**config.mk**
```make
export PLATFORM = sky130hd
export DESIGN_NAME = keypad_scan
export DESIGN_NICKNAME = d
export VERILOG_FILES = /design/src/rtl/keypad_pkg.sv /design/src/rtl/keypad_fifo.sv /design/src/rtl/keypad_scan.sv
export SDC_FILE = /design/constraint.sdc
export NUM_CORES = 1
export LEC_CHECK = 0
export CAP_MARGIN = 15
export CORE_UTILIZATION = 35
export DETAILED_ROUTE_END_ITERATION = 10
export GPL_TIMING_DRIVEN = 0
export MAX_ROUTING_LAYER = met4
export PLACE_DENSITY = 0.77
export SKIP_LAST_GASP = 1
export SLEW_MARGIN = 20
export SYNTH_ARGS = -nofsm -noshare
export SYNTH_HDL_FRONTEND = slang
export SYNTH_SLANG_ARGS = --single-unit
```
**constraint.sdc**
```tcl
create_clock -name clk -period 2.46 [get_ports clk]
set_input_delay 0.492 -clock clk [delete_from_list [all_inputs] [get_ports clk]]
set_output_delay 0.492 -clock clk [all_outputs]
set_load 0.005 [all_outputs]
```
**src/rtl/keypad_pkg.sv**
```systemverilog
// keypad_pkg: shared constants for the keypad scanner and its code store.
// Holds FSM state encodings, register addresses, register bit positions and column priority.
package keypad_pkg;

  typedef logic [1:0] state_t;

  localparam state_t IDLE     = 2'd0;
  localparam state_t DEBOUNCE = 2'd1;
  localparam state_t HELD     = 2'd2;

  localparam logic ADDR_KEY  = 1'b0;
  localparam logic ADDR_CTRL = 1'b1;

  localparam int KEY_VALID   = 31;
  localparam int KEY_OVF     = 30;
  localparam int KEY_PRESSED = 8;
  localparam int CTRL_EN     = 0;
  localparam int CTRL_ACK    = 1;

  // Lowest-numbered active-low column wins when several are down at once.
  function automatic logic [1:0] lowest_low(input logic [3:0] c);
    if (!c[0]) return 2'd0;
    if (!c[1]) return 2'd1;
    if (!c[2]) return 2'd2;
    return 2'd3;
  endfunction

endpackage

```
**src/rtl/keypad_fifo.sv**
```systemverilog
// keypad_fifo: 4-entry code queue with push/pop, full/empty flags.
// A pop frees a slot in the same cycle, so push+pop on a full queue is accepted.
module keypad_fifo #(
  parameter int W = 4
) (
  input  logic         clk,
  input  logic         rst_n,
  input  logic         push,
  input  logic         pop,
  input  logic [W-1:0] din,
  output logic [W-1:0] dout,
  output logic         full,
  output logic         empty
);

  logic [W-1:0] mem [4];
  logic [1:0]   wr_ptr_reg;
  logic [1:0]   rd_ptr_reg;
  logic [2:0]   count_reg;
  logic         do_push;
  logic         do_pop;

  assign empty   = (count_reg == 3'd0);
  assign full    = (count_reg == 3'd4);
  assign do_pop  = pop && !empty;
  assign do_push = push && (!full || do_pop);
  assign dout    = mem[rd_ptr_reg];

  for (genvar gi = 0; gi < 4; gi++) begin : g_entry
    logic [W-1:0] data_reg;
    always_ff @(posedge clk) begin
      if (!rst_n) begin
        data_reg <= '0;
      end else if (do_push && (wr_ptr_reg == 2'(gi))) begin
        data_reg <= din;
      end
    end
    assign mem[gi] = data_reg;
  end

  always_ff @(posedge clk) begin
    if (!rst_n) begin
      wr_ptr_reg <= 2'd0;
      rd_ptr_reg <= 2'd0;
      count_reg  <= 3'd0;
    end else begin
      if (do_push) wr_ptr_reg <= wr_ptr_reg + 2'd1;
      if (do_pop)  rd_ptr_reg <= rd_ptr_reg + 2'd1;
      count_reg <= count_reg + 3'(do_push) - 3'(do_pop);
    end
  end

endmodule

```
**src/rtl/keypad_scan.sv**
```systemverilog
// keypad_scan: 4x4 matrix keypad scanner with debounce and a CPU-readable KEY/CTRL register pair.
// Define KEYPAD_FIFO_EN to queue up to four codes; otherwise a single code register is used.
module keypad_scan
  import keypad_pkg::*;
#(
  parameter int SCAN_DIV   = 50000,
  parameter int DEB_FRAMES = 4
) (
  input  logic        clk,
  input  logic        rst_n,
  input  logic [31:0] D,
  input  logic        A,
  input  logic [3:0]  be,
  input  logic        we,
  output logic [31:0] Dout,
  output logic [3:0]  row,
  input  logic [3:0]  col,
  output logic        irq
);

  localparam int TW = (SCAN_DIV > 1) ? $clog2(SCAN_DIV) : 1;
  localparam int CW = $clog2(DEB_FRAMES + 1);
  localparam logic [TW-1:0] TIMER_LAST  = TW'(SCAN_DIV - 1);
  localparam logic [CW-1:0] FRAMES_LAST = CW'(DEB_FRAMES - 1);

  logic [3:0]    col_meta_reg;
  logic [3:0]    col_sync_reg;
  logic [TW-1:0] timer_reg;
  logic          enable_reg;
  logic          ovf_reg;
  state_t        state_reg;
  logic [1:0]    r_reg;
  logic [1:0]    cand_reg;
  logic [CW-1:0] deb_reg;
  logic [CW-1:0] rel_reg;

  logic       sample;
  logic       ctrl_wr;
  logic       ack;
  logic       push;
  logic [3:0] push_code;
  logic       valid;
  logic       full;
  logic [3:0] code;
  logic       unused_bits;

  assign unused_bits = ^{D[31:2], be[3:1]};

  always_ff @(posedge clk) begin
    if (!rst_n) begin
      col_meta_reg <= 4'hF;
      col_sync_reg <= 4'hF;
    end else begin
      col_meta_reg <= col;
      col_sync_reg <= col_meta_reg;
    end
  end

  assign ctrl_wr = we && be[0] && (A == ADDR_CTRL);
  assign ack     = ctrl_wr && D[CTRL_ACK];

  always_ff @(posedge clk) begin
    if (!rst_n) begin
      enable_reg <= 1'b0;
    end else if (ctrl_wr) begin
      enable_reg <= D[CTRL_EN];
    end
  end

  always_ff @(posedge clk) begin
    if (!rst_n || !enable_reg) begin
      timer_reg <= '0;
    end else if (timer_reg == TIMER_LAST) begin
      timer_reg <= '0;
    end else begin
      timer_reg <= timer_reg + TW'(1);
    end
  end

  assign sample = enable_reg && (timer_reg == TIMER_LAST);

  // The row stays driven through DEBOUNCE/HELD so the candidate column keeps reading the same key.
  assign row = enable_reg ? ~(4'b0001 << r_reg) : 4'hF;

  assign push_code = {r_reg, cand_reg};
  assign push = sample && (state_reg == DEBOUNCE) && !col_sync_reg[cand_reg]
                && (deb_reg == FRAMES_LAST);

  always_ff @(posedge clk) begin
    if (!rst_n || !enable_reg) begin
      state_reg <= IDLE;
      r_reg     <= 2'd0;
      cand_reg  <= 2'd0;
      deb_reg   <= '0;
      rel_reg   <= '0;
    end else if (sample) begin
      case (state_reg)
        IDLE: begin
          if (col_sync_reg != 4'hF) begin
            cand_reg  <= lowest_low(col_sync_reg);
            deb_reg   <= CW'(1);
            state_reg <= DEBOUNCE;
          end else begin
            r_reg <= r_reg + 2'd1;
          end
        end
        DEBOUNCE: begin
          if (!col_sync_reg[cand_reg]) begin
            deb_reg <= deb_reg + CW'(1);
            if (deb_reg == FRAMES_LAST) begin
              state_reg <= HELD;
              rel_reg   <= '0;
            end
          end else begin
            state_reg <= IDLE;
            r_reg     <= r_reg + 2'd1;
            deb_reg   <= '0;
          end
        end
        HELD: begin
          if (col_sync_reg[cand_reg]) begin
            if (rel_reg == FRAMES_LAST) begin
              state_reg <= IDLE;
              r_reg     <= r_reg + 2'd1;
              rel_reg   <= '0;
              deb_reg   <= '0;
            end else begin
              rel_reg <= rel_reg + CW'(1);
            end
          end else begin
            rel_reg <= '0;
          end
        end
        default: state_reg <= IDLE;
      endcase
    end
  end

`ifdef KEYPAD_FIFO_EN
  logic empty;

  keypad_fifo #(.W(4)) u_fifo (
    .clk   (clk),
    .rst_n (rst_n),
    .push  (push),
    .pop   (ack),
    .din   (push_code),
    .dout  (code),
    .full  (full),
    .empty (empty)
  );

  assign valid = !empty;
`else
  logic       valid_reg;
  logic [3:0] code_reg;

  // An ack in the same cycle as a push frees the slot, so the new code replaces the old one.
  always_ff @(posedge clk) begin
    if (!rst_n) begin
      valid_reg <= 1'b0;
      code_reg  <= 4'd0;
    end else begin
      if (ack) valid_reg <= 1'b0;
      if (push && (!valid_reg || ack)) begin
        valid_reg <= 1'b1;
        code_reg  <= push_code;
      end
    end
  end

  assign full  = valid_reg;
  assign valid = valid_reg;
  assign code  = code_reg;
`endif

  always_ff @(posedge clk) begin
    if (!rst_n) begin
      ovf_reg <= 1'b0;
    end else if (ack) begin
      ovf_reg <= 1'b0;
    end else if (push && full) begin
      ovf_reg <= 1'b1;
    end
  end

  assign irq = valid;

  always_comb begin
    Dout = '0;
    if (A == ADDR_KEY) begin
      Dout[KEY_VALID]   = valid;
      Dout[KEY_OVF]     = ovf_reg;
      Dout[KEY_PRESSED] = (state_reg == HELD);
      Dout[3:0]         = code;
    end else begin
      Dout[CTRL_EN] = enable_reg;
    end
  end

endmodule
```
==> results.txt, run 1 <==
crit-path most repeated cell - inv_1
Worst Clk Skew - 0.00409 ns
max reg flops - 16
Vert. Die Dim - 83.6 µm
CP Max Fanout - 7
post-synthesis sequential area ratio - 36.9%
Non-Filler Instances - 390
post-synthesis instance area - 2330 µm²
Worst Path Buf+Inv - 3
Slew Limit Fails - 0
setup_tns - 0 ns
Slew @ Worst Pin - 0.631 ns
slowest stage delay, CP - 0.51 ns
endpoints failing setup - 0
Core Box Area - 6390 µm²
vias in the first global route - 1,591
Via density - 4.73
CTS sink cnt - 43
global-route usage over all layers - 12.5%
count leader, synth - dfxtp_1
Synth top area share - 36.9%
via count - 1,843
slowest cell on the critical path - clkdlybuf4s50_1
die width - 83.6 µm
Clk Latency, worst-skew pair - 0.30 ns
Antenna Cells - 0
layout cell share with drive strength beyond 1 - 14.7%
Max-Cap Viols - 0
Top Usage Layer GRT - met2
WS Path Type - flip-flop to primary output
Routed WL per cell - 11.0 µm
post-synth cell types - 44
post-CTS setup buffers - 0
worst-case clock buffer depth - 2
# H-tree levels - 2
routed wire length - 4.31 mm
global-route wire length before repair - 6.97 mm
number of port buffers - 21
met2 usage in global routing - 21.9%
final hold vios - 0
DP Worst Slack - 0.256 ns
static leakage - 1.08 nW
pwr dens - 436 nW/µm²
Cells after DPL - 382
hold_ws - 0.411 ns
DRT iter0 DRCs - 78
Global Route met1 Usage - 13.4%
Max-Slew Margin vs Limit - 57.5%
initial antenna violation count - 0
CP Data Arrival Time - 1.80 ns
post-CTS resize count - 0
pin count of the biggest net entering global routing - 14
VDD IR max - 0.268 mV
Final ANT Viol Nets - 0
Initial Utilization - 36.5%
first drt pass iteration count - 4
Tmin final - 2.29 ns
hold_buf cts - 0
Cell Rows - 29
CTS Buf Count - 5
# nets final - 367
Post-synth EDFFs - 0
total global routing overflow - 0
cells after synthesis - 260
clk root buf - clkbuf_8
HP Class - flip-flop to flip-flop
met3 global-route usage - 3.66%
die area - 6990 µm²
Synth-to-Final Area Change - 20.6%
Critical Path, Cell by Cell - inv_1, ha_1, inv_1, nor2_1, clkdlybuf4s50_1
Async S/R FF share, synth - 0%
min setup slack post-route - 0.165 ns
Placer Congestion - 0.798
Avg Inst Size Synth - 8.97 µm²
leading area contributor after synthesis - dfxtp_1
final worst path period share - 93.3%
DRC violations left - 0
number of synthesized register bits - 43
CTS tree - done
I/O pins - 81
unrepaired setup endpoints after global routing - false
Post-DP HPWL - 3.19 mm
Synth Flop Type - dfxtp_1
Top delay family on crit path - buffers and inverters
Startpoint Class - flip-flop
Synth warnings - 0
synth top area cells - dfxtp_1 37%, buf_4 8.4%, ha_1 5.9%, mux2i_1 5.6%, nand2_1 5.0%
top post-synthesis cells by count - 43 x dfxtp_1, 31 x nand2_1, 26 x buf_4
CP Capture Type - primary output
status - finished clean
fmax - 0.436 GHz
WP data required - 1.97 ns
Worst-path clk slew - 0.08 ns
-- metrics by stage --
stage / utilization [%] / total power, mW / instance area (µm²)
floorplan: - / 0.788 / 2420
global placement: 42.7 / 0.811 / 2730
detailed placement: 42.7 / 0.812 / 2730
CTS: 44.0 / 1.24 / 2810
global route: 44.0 / 1.28 / 2810
finish: 44.0 / 1.23 / 2810
-- cells by family (layout without fill, tap and decap cells) --
group                      count (synthesis)  after routing  share of synthesized area (%)
adders and majority gates                 11             11                           5.90
xor gates and xnor gates                  12             12                           4.51
buffers and inverters                     44             73                           11.4
muxes                                     15             15                           7.03
and+or+nand+nor                          112            112                           26.6
AOI/OAI and AO/OA                         22             22                           7.52
DFF                                       43             43                           36.9
other                                      1             25                          0.161
-- placed cells by master (no fill, tap or decap), drive strengths merged, types with 6 or more instances in the layout --
master,count
dfxtp,43
nand2,31
buf,28
conb,25
clkdlybuf4s50,21
nor2,18
mux2i,13
ha,11
clkbuf,11
inv,10
nand4,10
nand2b,9
nand3,9
nor2b,7
xor2,7
a21oi,6
-- worst register-to-register path: cells and delay by family (launching register included) --
kind | cells | cell delay, ns
AND/OR/NAND/NOR | 2 | 0.78
multiplexers | 2 | 0.80
flip-flops | 1 | 0.38
buffers and inverters | 1 | 0.15
-- power breakdown --
part | total [mW] | switching (mW) | internal, mW
logic | 0.0912 | 0.0389 | 0.0523
clock network | 0.429 | 0.235 | 0.194
registers | 0.706 | 0.00375 | 0.702
total | 1.23 | 0.277 | 0.949
-- cell type report --
class,instances,area (µm²)
clock inverters,3,15.0
plain buffers,34,228
well taps,77,96.3
fillers,629,3570
multi-input cells,197,1290
repair buffers,21,210
clock buffers,5,68.8
inverters,10,37.5
flip-flops and latches,43,861
-- routing by layer --
| metal | up-vias | share of wire [%] | wire, µm |
|---|---|---|---|
| met5 | - | 0 | 0 |
| met1 | 829 | 44 | 1910 |
| li1 | 952 | - | - |
| met2 | 57 | 48 | 2080 |
| met4 | 0 | 1.1 | 49 |
| met3 | 5 | 6.1 | 264 |
-- path summary, 6_finish.rpt --
kind	from	slack, ns	endpoint	depth (start not counted)
hold / removal	col_meta_reg[0]	0.41	col_sync_reg[0]	1
hold reg to reg	col_meta_reg[0]	0.41	col_sync_reg[0]	1
setup reg to reg	cand_reg[1]	0.29	code[1]	5
setup / recovery	state_reg[0]	0.17	Dout[8]	5
Note: power is estimated with default switching activity, not from simulation.
==> inputs of run 2 (changes only) <==
- SKIP_LAST_GASP: 1 -> unset
- SLEW_MARGIN: 20 -> unset
==> results of run 2 <==
The final DEF is identical to that of run 1; final timing and power are the same.
